==> src/rtl/sysid_check_pkg.sv <==
// ============================================================================
// sysid_check_pkg : shared types and constants for the sysid check master
// Rev 1.0
// ============================================================================
`default_nettype none

package sysid_check_pkg;

    typedef enum logic [1:0] {
        IDLE   = 2'd0,
        RD_ID  = 2'd1,
        RD_TS  = 2'd2,
        FINISH = 2'd3
    } state_t;

    localparam logic SYSID_ADDR_ID = 1'b0;
    localparam logic SYSID_ADDR_TS = 1'b1;

    localparam logic [31:0] DEFAULT_EXPECTED_ID = 32'd28;
    localparam logic [31:0] DEFAULT_EXPECTED_TS = 32'd1718117590;

endpackage

`default_nettype wire

==> src/rtl/sysid_check_master.sv <==
// ============================================================================
// sysid_check_master : Avalon-MM master reading sysid ID/timestamp and
// comparing against build constants. Optional: SYSID_CHECK_AUTOSTART_EN.
// Rev 1.0
// ============================================================================
`default_nettype none

module sysid_check_master
    import sysid_check_pkg::*;
#(
    parameter logic [31:0] EXPECTED_ID    = DEFAULT_EXPECTED_ID,
    parameter logic [31:0] EXPECTED_TS    = DEFAULT_EXPECTED_TS,
    parameter int unsigned TIMEOUT_CYCLES = 255,
    parameter int unsigned CNT_W          = 8
) (
    input  logic        clock,
    input  logic        reset_n,
    input  logic        start,
    output logic        avm_address,
    output logic        avm_read,
    input  logic        avm_waitrequest,
    input  logic [31:0] avm_readdata,
    output logic        busy,
    output logic        done,
    output logic        id_ok,
    output logic        ts_ok,
    output logic        timed_out,
    output logic [31:0] id_value,
    output logic [31:0] ts_value
);

    localparam logic [CNT_W-1:0] TIMEOUT_VAL = CNT_W'(TIMEOUT_CYCLES);
    localparam bit               TIMEOUT_EN  = (TIMEOUT_CYCLES != 0);

    state_t           state;
    state_t           state_next;
    logic [CNT_W-1:0] stall_cnt;
    logic             start_req;
    logic             in_read;
    logic             accept;
    logic             expired;

`ifdef SYSID_CHECK_AUTOSTART_EN
    logic auto_start;

    // One-shot: high only in the first cycle after reset release.
    always_ff @(posedge clock or negedge reset_n) begin
        if (!reset_n) auto_start <= 1'b1;
        else          auto_start <= 1'b0;
    end

    assign start_req = start | auto_start;
`else
    assign start_req = start;
`endif

    assign in_read = (state == RD_ID) || (state == RD_TS);
    assign accept  = in_read && !avm_waitrequest;
    assign expired = TIMEOUT_EN && in_read && avm_waitrequest && (stall_cnt == TIMEOUT_VAL);

    // Bus outputs decode straight from state so reset drops them asynchronously.
    assign avm_read    = in_read;
    assign avm_address = (state == RD_TS) ? SYSID_ADDR_TS : SYSID_ADDR_ID;
    assign busy        = in_read;
    assign done        = (state == FINISH);

    always_ff @(posedge clock or negedge reset_n) begin
        if (!reset_n) state <= IDLE;
        else          state <= state_next;
    end

    always_comb begin
        state_next = state;
        case (state)
            IDLE:    if (start_req) state_next = RD_ID;
            RD_ID: begin
                if (accept)       state_next = RD_TS;
                else if (expired) state_next = FINISH;
            end
            RD_TS:   if (accept || expired) state_next = FINISH;
            FINISH:  state_next = IDLE;
            default: state_next = IDLE;
        endcase
    end

    // Clears on every state change (hence on entry to each read), saturates.
    always_ff @(posedge clock or negedge reset_n) begin
        if (!reset_n) begin
            stall_cnt <= '0;
        end else if (state_next != state) begin
            stall_cnt <= '0;
        end else if (in_read && avm_waitrequest && (stall_cnt != '1)) begin
            stall_cnt <= stall_cnt + CNT_W'(1);
        end
    end

    always_ff @(posedge clock or negedge reset_n) begin
        if (!reset_n) begin
            id_ok     <= 1'b0;
            ts_ok     <= 1'b0;
            timed_out <= 1'b0;
            id_value  <= '0;
            ts_value  <= '0;
        end else begin
            case (state)
                IDLE: begin
                    if (start_req) begin
                        id_ok     <= 1'b0;
                        ts_ok     <= 1'b0;
                        timed_out <= 1'b0;
                        id_value  <= '0;
                        ts_value  <= '0;
                    end
                end
                RD_ID: begin
                    if (accept) begin
                        id_value <= avm_readdata;
                    end else if (expired) begin
                        timed_out <= 1'b1;
                        id_ok     <= 1'b0;
                        ts_ok     <= 1'b0;
                    end
                end
                RD_TS: begin
                    if (accept) begin
                        ts_value <= avm_readdata;
                        id_ok    <= (id_value == EXPECTED_ID);
                        ts_ok    <= (avm_readdata == EXPECTED_TS);
                    end else if (expired) begin
                        timed_out <= 1'b1;
                        id_ok     <= 1'b0;
                        ts_ok     <= 1'b0;
                    end
                end
                default: ;
            endcase
        end
    end

endmodule

`default_nettype wire

==> config.mk <==
export PLATFORM = sky130hd
export DESIGN_NAME = sysid_check_master
export DESIGN_NICKNAME = d
export VERILOG_FILES = /design/src/rtl/sysid_check_pkg.sv /design/src/rtl/sysid_check_master.sv
export SDC_FILE = /design/constraint.sdc
export NUM_CORES = 1
export LEC_CHECK = 0
export BUFFER_PORTS_ARGS = -buffer_cell sky130_fd_sc_hd__buf_4
export CELL_PAD_IN_SITES_DETAIL_PLACEMENT = 1
export CELL_PAD_IN_SITES_GLOBAL_PLACEMENT = 1
export CORE_MARGIN = 3
export CORE_UTILIZATION = 35
export CTS_CLUSTER_SIZE = 24
export DETAILED_ROUTE_END_ITERATION = 8
export PLACE_DENSITY = 0.81
export SYNTH_ARGS = -nofsm -noshare
export SYNTH_HDL_FRONTEND = slang
export SYNTH_SLANG_ARGS = --single-unit
==> constraint.sdc <==
create_clock -name clock -period 4.68 [get_ports clock]
set_input_delay 0.702 -clock clock [delete_from_list [all_inputs] [get_ports clock]]
set_output_delay 0.702 -clock clock [all_outputs]
set_load 0.03 [all_outputs]
==> results of run 1 <==
## per-layer routing
layer	GRT usage	vias up
met5	0	-
met4	0.0831	0
met3	0.0403	23
met2	0.317	89
met1	0.250	1549
li1	-	1416
## final cells by class
class / count / area (um^2) / share of cell area
clock inverters: 4 / 48.8 / 0.0106
inverters: 4 / 15.0 / 0.00325
repair buffers: 109 / 818 / 0.177
clock buffers: 11 / 141 / 0.0306
flip-flops and latches: 77 / 1930 / 0.417
multi-input cells: 234 / 1510 / 0.326
well taps: 133 / 166 / 0.0360
## Yosys cell counts (3+ instances only)
cell | instances | share of area
nor3_1 | 9 | 0.013
o211ai_1 | 4 | 0.0085
buf_2 | 16 | 0.023
o21ai_1 | 14 | 0.020
xor2_1 | 4 | 0.0099
clkbuf_1 | 4 | 0.0042
o21ai_0 | 23 | 0.032
a21oi_1 | 3 | 0.0042
nor4_1 | 8 | 0.014
o31ai_1 | 3 | 0.0063
and3_1 | 3 | 0.0053
nand3_1 | 5 | 0.0070
dfrtp_1 | 77 | 0.54
ha_1 | 8 | 0.028
inv_1 | 4 | 0.0042
nand4_1 | 5 | 0.0088
a22o_1 | 32 | 0.079
nand2_1 | 70 | 0.074
nor2_1 | 5 | 0.0053
nor4b_1 | 4 | 0.0099
## path summary, 6_finish.rpt
kind                                            endpoint  slack (ns)  cells past startpoint
worst min register to register  ts_value[22]$_DFFE_PN0P_        0.49                      2
min in group asynchronous       id_value[27]$_DFFE_PN0P_        0.50                      1
worst min-delay path            ts_value[22]$_DFFE_PN0P_        0.49                      2
max in group asynchronous        ts_value[1]$_DFFE_PN0P_        3.54                      1
worst max-delay path            ts_value[13]$_DFFE_PN0P_        1.82                      6
worst max register to register  ts_value[13]$_DFFE_PN0P_        1.82                      6
## sequential cells by signal (all words and copies together) (netlist names)
signal / count
id_ok: 1
id_value: 32
stall_cnt: 8
state: 2
timed_out: 1
ts_ok: 1
ts_value: 32
## cells in the final DEF, fill, tap and decap left out, drive strengths merged, types with 3 or more instances in the layout
cell / Yosys / final
nor4: 8 / 8
a21oi: 3 / 3
inv: 4 / 4
a22o: 32 / 32
xor2: 4 / 4
nand4: 6 / 6
clkinv: 0 / 3
o211ai: 5 / 5
nor2: 5 / 5
o31ai: 3 / 3
nand2: 70 / 70
nand2b: 5 / 5
ha: 8 / 8
nor3: 9 / 9
and3: 3 / 3
dfrtp: 77 / 77
nand3: 5 / 5
buf: 18 / 109
o21ai: 37 / 37
nor4b: 4 / 4
clkbuf: 4 / 11
## stage by stage
| step | power [mW] | setup slack (ns) |
|---|---|---|
| after floorplan | 2.28 | 2.52 |
| after global placement | 2.87 | 1.98 |
| after detailed placement | 2.94 | 1.81 |
| after CTS | 3.44 | 1.78 |
| after global routing | 3.64 | 1.52 |
| final | 3.42 | 1.82 |
## power breakdown
group          internal [mW]  switching [mW]  total (mW)
clock                  0.258           0.247       0.505
combinational          0.620            1.22        1.84
sequential             0.879           0.197        1.08
total                   1.76            1.66        3.42
## cells by family (layout without fill, tap and decap cells)
family                     after synthesis  after routing  share of synthesized area
AOI/OAI and AO/OA                       92             92                      0.190
and+or+nand+nor                        126            126                      0.183
DFF                                     77             77                      0.542
buffers and inverters                   26            128                     0.0363
xor gates and xnor gates                 6              6                     0.0148
adders and majority gates                8              8                     0.0282
muxes                                    2              2                    0.00563
## critical path: stages (launching register included)
cell	delay, ns
dfrtp_1	0.51
inv_1	0.16
ha_1	0.49
and2b_1	0.28
o211ai_4	0.78
buf_4	0.37
o21ai_0	0.12
==> flow_summary.ini, run 1 <==
[status]
outcome = finished, final reports clean

[floorplan]
start_util = 0.362
core_um2 = 9820
io_pins = 107
design.die.area_um2 = 11400
die_y_um = 107
rows = 36
die_x_um = 107

[global_routing]
antenna_found_initial = 0
first_global_vias = 3119
grt_max_degree = 78
grt_use_total = 0.194
grt_pass1_wl_mm = 17.3
gr-total-overflow = 0

[clock_tree]
h-tree-depth = 3
clk_path_buf_depth = 2
clock_latency_ns = 0.35
cts_tree = built
cts-root-buf = clkbuf_8
cts_setup_buffers = 0
cts_sinks = 77
cts-hold-fix-buffers = 0
cts_inserted_buffers = 9
clk_pin_slew_ns = 0.08
cts_resized = 0

[power]
p_leak_nw = 2.22
power_density_nw_per_um2 = 740
ir_drop_mv = 0.410

[worst_setup_path]
endpoint_kind = register
worstSetupStartpoint = state[0]$_DFF_PN0_
cp_max_fo = 43
critical_path_class = register to register
r2r_start = state[0]$_DFF_PN0_
cp_data_required_time_ns = 4.90
startpoint_type = register
arrival_ns = 3.09

[cells_and_area]
layout-drive-gt1-share = 0.303
post-route-util = 0.471
fillCellCount = 1149
diodes = 0
design_area_um2 = 4620
layout.cells.non_filler = 572
syn_to_final_growth_pct = 30.1
fin_nets = 479

[yosys]
synthCells = 337
async_reset_ff_frac = 1.00
synth_cell_types = 48
syn_area_um2 = 3550
yosys_warnings = 0
ys_seq_area_frac = 0.542
synth.avg_cell_area_um2 = 10.5
synth_edf_count = 0
syn_nets = 381
yosys_most_used_dff = dfrtp_1
ys_ff_latch = 77

[placement]
dpl-instance-area_um2 = 4430
dp.cells = 557
io_buffers = 106
dp_hpwl_mm = 8.07
gp_congestion = 0.838

[detailed_routing]
via_count = 3077
wl_met1_mm = 4.67
drtIter0Drc = 137
top_layer = met4
drc = 0
firstDrtPassIters = 4
wl_per_cell_um = 19.2
detail-route-antenna-nets = 0
dr_wl_met3_um = 513
wl_met2_mm = 5.48
via_per_inst = 5.38
routed_wl_mm = 11.0

[timing]
min_period_ns = 2.86
fin_crit_sh = 0.612
slew_headroom = 0.170
setup_viol = 0
maxSlewViolCount = 0
holdWs_ns = 0.491
tightest_slew_ns = 1.24
rsz0062_at_grt = no
skew_ns = 0.00665
fin_setup_tns_ns = 0
max_freq_ghz = 0.349
timing_hold_violations_final = 0

[worst_hold_path]
min_from = ts_value[22]$_DFFE_PN0P_
hp-class = register to register

[flow_run]
cap_viol_max_count = 0
(Power assumes the default switching activity.)
==> run 2, diff against run 1 <==
--- a/config.mk
+++ b/config.mk
@@ -12,7 +12,7 @@
 export CORE_UTILIZATION = 35
 export CTS_CLUSTER_SIZE = 24
 export DETAILED_ROUTE_END_ITERATION = 8
-export PLACE_DENSITY = 0.81
+export PLACE_DENSITY = 0.84
 export SYNTH_ARGS = -nofsm -noshare
 export SYNTH_HDL_FRONTEND = slang
 export SYNTH_SLANG_ARGS = --single-unit
==> constraint.sdc (replaced) <==
create_clock -name clock -period 2.4 [get_ports clock]
set_input_delay 0.36 -clock clock [delete_from_list [all_inputs] [get_ports clock]]
set_output_delay 0.36 -clock clock [all_outputs]
set_load 0.03 [all_outputs]
==> run 2 against run 1 <==
Via count is essentially flat. Largest cell class unchanged. Worst hold slack lost 0.45 ns. Critical endpoint is now stall_cnt[3]$_DFFE_PN0P_. Register-to-register slack lost 1.6 ns. Sequential power grew 93%. Largest power group unchanged. Clock power grew 80%.
==> flow_summary.ini, run 2 (synthesis gave the netlist of run 1 again) <==
[detailed_routing]
via_count = 3075
detail-route-antenna-nets = 0
via_per_inst = 5.34
drc = 0
drtIter0Drc = 121
wl_per_cell_um = 19.2
firstDrtPassIters = 4
routed_wl_mm = 11.0

[worst_setup_path]
cp_max_fo = 11
arrival_ns = 2.38
slowest_delay_ns = 0.49
reg2reg_to = stall_cnt[3]$_DFFE_PN0P_
r2r_start = state[1]$_DFF_PN0_
worstSetupStartpoint = state[1]$_DFF_PN0_
ff2ff_path_depth = 6
r2r_slack_ns = 0.24
worstPathCellList = inv_1, ha_2, and2_1, o211ai_1, o221ai_2, nor3_1
cp_data_required_time_ns = 2.62
startpoint_type = register
endpoint = stall_cnt[3]$_DFFE_PN0P_
critical_path_class = register to register
endpoint_kind = register
critPathSlowestCell = ha_2

[power]
p_int_mw = 3.39
p_switching_mw = 3.30
pwr-share-comb = 0.553
p_sw_frac = 0.493
p_leak_nw = 2.24
clkPwrFrac = 0.136
seq_power_share = 0.311
power_density_nw_per_um2 = 1430
ir_drop_mv = 1.04

[cells_and_area]
layout_common_cells = buf_4, dfrtp_1, nand2_1
layout-drive-gt1-share = 0.314
biggestRegsByFlops = id_value x32, ts_value x32, stall_cnt x8
final_common_cell = buf_4
syn_to_final_growth_pct = 31.6
fin_nets = 482
diodes = 0
post-route-util = 0.476

[clock_tree]
cts-root-buf = clkbuf_8
cts_tree = built
cts_inserted_buffers = 9
clk_pin_slew_ns = 0.09
clock_latency_ns = 0.35
clk_path_buf_depth = 2
cts_sinks = 77
h-tree-depth = 3
cts_setup_buffers = 0

[global_routing]
gr-total-overflow = 0
grt.met1_usage = 0.253
grt_busiest_layer = met2
grt_pass1_wl_mm = 17.4
grt_use_total = 0.195
antenna_found_initial = 0
first_global_vias = 3248
grt_max_degree = 65
grt_use_met3 = 0.0452
use_met2 = 0.326

[status]
outcome = finished, final reports clean

[timing]
timing_hold_violations_final = 0
tightest_slew_ns = 0.667
fin_setup_tns_ns = 0
max_freq_ghz = 0.464
min_period_ns = 2.16
setup_viol = 0
maxSlewViolCount = 0
rsz0062_at_grt = no
skew_ns = 0.0102
fin_crit_sh = 0.898
slew_headroom = 0.555

[floorplan]
core_um2 = 9820
start_util = 0.362
design.die.area_um2 = 11400
io_pins = 107
rows = 36
die_x_um = 107
die_y_um = 107

[flow_run]
cap_viol_max_count = 0

[placement]
gp_congestion = 0.867
dp_hpwl_mm = 8.24
io_buffers = 106

[worst_hold_path]
hp-class = primary input to async pin
-- run 2: cell types whose count changed in the layout (fill, tap and decap cells not counted), sizes merged --
cell      before  now
clkinv         3    2
inv            4    7
buf          109  112
bufinv         1    0
clkbuf        11    9
clkinvlp       0    2
-- run 2: stage by stage --
stage / setup WS [ns] / instance area, um^2 / hold WS, ns / instances / total power [mW]
5_1_grt: 0.0564 / 4680 / 0.0663 / 576 / 7.10
6_report: 0.244 / 4680 / 0.0386 / 576 / 6.69
3_3_place_gp: 0.329 / 4490 / 0.433 / 560 / 5.69
2_1_floorplan: 0.237 / 3550 / 0.0644 / 337 / 4.45
4_1_cts: 0.159 / 4670 / 0.0523 / 576 / 6.73
3_5_place_dp: 0.173 / 4490 / 0.441 / 560 / 5.81
-- run 2: cell type report --
| type | count | area [um^2] |
|---|---|---|
| clock inverters | 7 | 57.6 |
| well taps | 133 | 166 |
| clock buffers | 9 | 124 |
| multi-input cells | 234 | 1510 |
| inverters | 4 | 15.0 |
| flip-flops and latches | 77 | 1930 |
| fillers | 1149 | 5140 |
| repair buffers | 112 | 878 |
-- run 2: metal layers --
metal,wire length (um),vias to the layer above
met4,205,0
li1,-,1424
met3,484,17
met1,4820,1549
met5,0,-
met2,5530,85
-- run 2: power by group through the flow --
stage,sequential [mW],combinational (mW),clock [mW]
floorplan,2.78,1.67,0
global placement,2.08,3.61,0
detailed placement,2.10,3.70,0
CTS,2.08,3.72,0.935
global route,2.13,3.98,0.988
finish,2.08,3.70,0.910
-- run 2: timing repair --
item / 4_1_cts / 5_1_grt
resized for setup: 0 / 1
hold buffers: 0 / 0
endpoints found under the setup margin: 0 / 7
-- run 2: how the worst min path moves through the flow --
stage | from | end | slack, ns | cells after the start
global route | reset_n | ts_value[29]$_DFFE_PN0P_ | 0.07 | 1
floorplan | reset_n | id_ok$_DFFE_PN0P_ | 0.06 | 0
finish | reset_n | ts_value[29]$_DFFE_PN0P_ | 0.04 | 1
global placement | reset_n | id_value[27]$_DFFE_PN0P_ | 0.43 | 1
CTS | reset_n | id_value[27]$_DFFE_PN0P_ | 0.05 | 1
detailed placement | reset_n | id_value[27]$_DFFE_PN0P_ | 0.44 | 1
-- run 2: critical path, delay by kind of cell, from the launching register on --
family | cells | cell delay, ns
compound gates | 2 | 0.53
fa+ha+maj | 1 | 0.49
buf+inv | 1 | 0.15
flops | 1 | 0.47
simple gates | 2 | 0.39
==> run 3, diff against run 2 <==
--- a/config.mk
+++ b/config.mk
@@ -13,6 +13,7 @@
 export CTS_CLUSTER_SIZE = 24
 export DETAILED_ROUTE_END_ITERATION = 8
 export PLACE_DENSITY = 0.84
+export RECOVER_POWER = 50
 export SYNTH_ARGS = -nofsm -noshare
 export SYNTH_HDL_FRONTEND = slang
 export SYNTH_SLANG_ARGS = --single-unit
==> run 3 against run 2 <==
Cell area down 3.2%. Sequential cell count unchanged. Final cell count unchanged. Critical path type unchanged. Critical endpoint is now stall_cnt[5]$_DFFE_PN0P_.
==> flow_summary.ini, run 3 (synthesis gave the netlist of run 1 again) <==
[status]
outcome = finished, final reports clean

[timing]
min_period_ns = 2.15
max_freq_ghz = 0.465
fin_setup_tns_ns = 0
holdWs_ns = 0.243
timing_hold_violations_final = 0
tightest_slew_ns = 1.26
fin_crit_sh = 0.897
slew_headroom = 0.161
skew_ns = 0.0105
maxSlewViolCount = 0
rsz0062_at_grt = no
setup_viol = 0
final.setup.worst_slack_ns = 0.247

[clock_tree]
cts-hold-fix-buffers = 0
cts_setup_buffers = 0
cts_inserted_buffers = 9
h-tree-depth = 3
cts-root-buf = clkbuf_8
cts_sinks = 77
cts_resized = 0
clk_path_buf_depth = 2
clk_pin_slew_ns = 0.09
clock_latency_ns = 0.35
cts_tree = built

[flow_run]
cap_viol_max_count = 0

[worst_setup_path]
critPathSlowestCell = ha_2
cp_max_fo = 11
path_buf_inv = 1
ff2ff_path_depth = 6
slowest_delay_ns = 0.49
endpoint_kind = register
reg2reg_to = stall_cnt[5]$_DFFE_PN0P_
critical_path_class = register to register
cp_top_family = compound AO/OA/AOI/OAI gates
startpoint_type = register
r2r_slack_ns = 0.25
arrival_ns = 2.36
worstPathCellList = inv_1, ha_2, and2_1, o211ai_1, o221ai_2, nor3_1
cp_data_required_time_ns = 2.61
r2r_start = state[1]$_DFF_PN0_

[power]
ir_drop_mv = 1.04
power_density_nw_per_um2 = 1450
p_leak_nw = 2.08
fin_total_pwr_mw = 6.54

[cells_and_area]
fin_nets = 482
final_common_cell = dfrtp_1
diodes = 0
layout-drive-gt1-share = 0.235
post-route-util = 0.461
fillCellCount = 1162
syn_to_final_growth_pct = 27.4
multi_input_area_um2 = 1510
seqCellArea_um2 = 1930
layout_common_cells = dfrtp_1, buf_4, nand2_1
biggestRegsByFlops = id_value x32, ts_value x32, stall_cnt x8

[placement]
dp_slack_ns = 0.173
dp_hpwl_mm = 8.24
gp_congestion = 0.867
io_buffers = 106

[detailed_routing]
wl_per_cell_um = 19.2
drtIter0Drc = 121
drc = 0
via_count = 3065
routed_wl_mm = 11.1
via_per_inst = 5.32
detail-route-antenna-nets = 0
firstDrtPassIters = 4

[global_routing]
antenna_found_initial = 0
grt_max_degree = 65
gr-total-overflow = 0
grt_use_total = 0.195
first_global_vias = 3248
grt_pass1_wl_mm = 17.4

[floorplan]
die_y_um = 107
start_util = 0.362
die_x_um = 107
rows = 36
design.die.area_um2 = 11400
io_pins = 107
core_um2 = 9820

[worst_hold_path]
hp-class = primary input to register
hold_depth = 2
hold-path-endpoint = id_value[26]$_DFFE_PN0P_
min_from = avm_readdata[26]
## run 3: area by class of cell
class | count | share of cell area
Sequential cell | 77 | 0.426
Tap cell | 133 | 0.0368
Timing Repair Buffer | 112 | 0.161
Clock buffer | 9 | 0.0274
Clock inverter | 7 | 0.0127
Inverter | 4 | 0.00332
Multi-Input combinational cell | 234 | 0.333
## run 3: report_power, final
group          internal [mW]  total, mW  switching, mW
Clock                  0.390      0.911          0.522
Sequential              1.71       2.08          0.364
Combinational           1.14       3.56           2.41
Total                   3.25       6.54           3.30
## run 3: per-stage QoR
stage / instances / area (um^2)
6_report: 576 / 4530
5_1_grt: 576 / 4530
4_1_cts: 576 / 4670
3_5_place_dp: 560 / 4490
3_3_place_gp: 560 / 4490
2_1_floorplan: 337 / 3550
## run 3: routing by layer
| layer | track usage | part of all wire |
|---|---|---|
| met5 | 0 | 0 |
| met4 | 0.0584 | 0.019 |
| met1 | 0.253 | 0.44 |
| met2 | 0.326 | 0.50 |
| met3 | 0.0452 | 0.045 |
## run 3: worst max-delay path by stage
stage | startpoint | end | slack (ns) | cells after the start
floorplan | state[0]$_DFF_PN0_ | stall_cnt[0]$_DFFE_PN0P_ | 0.24 | 7
global placement | state[1]$_DFF_PN0_ | stall_cnt[7]$_DFFE_PN0P_ | 0.33 | 6
detailed placement | state[1]$_DFF_PN0_ | stall_cnt[3]$_DFFE_PN0P_ | 0.17 | 6
CTS | state[1]$_DFF_PN0_ | stall_cnt[5]$_DFFE_PN0P_ | 0.16 | 6
global route | state[1]$_DFF_PN0_ | stall_cnt[2]$_DFFE_PN0P_ | 0.06 | 6
finish | state[1]$_DFF_PN0_ | stall_cnt[5]$_DFFE_PN0P_ | 0.25 | 6
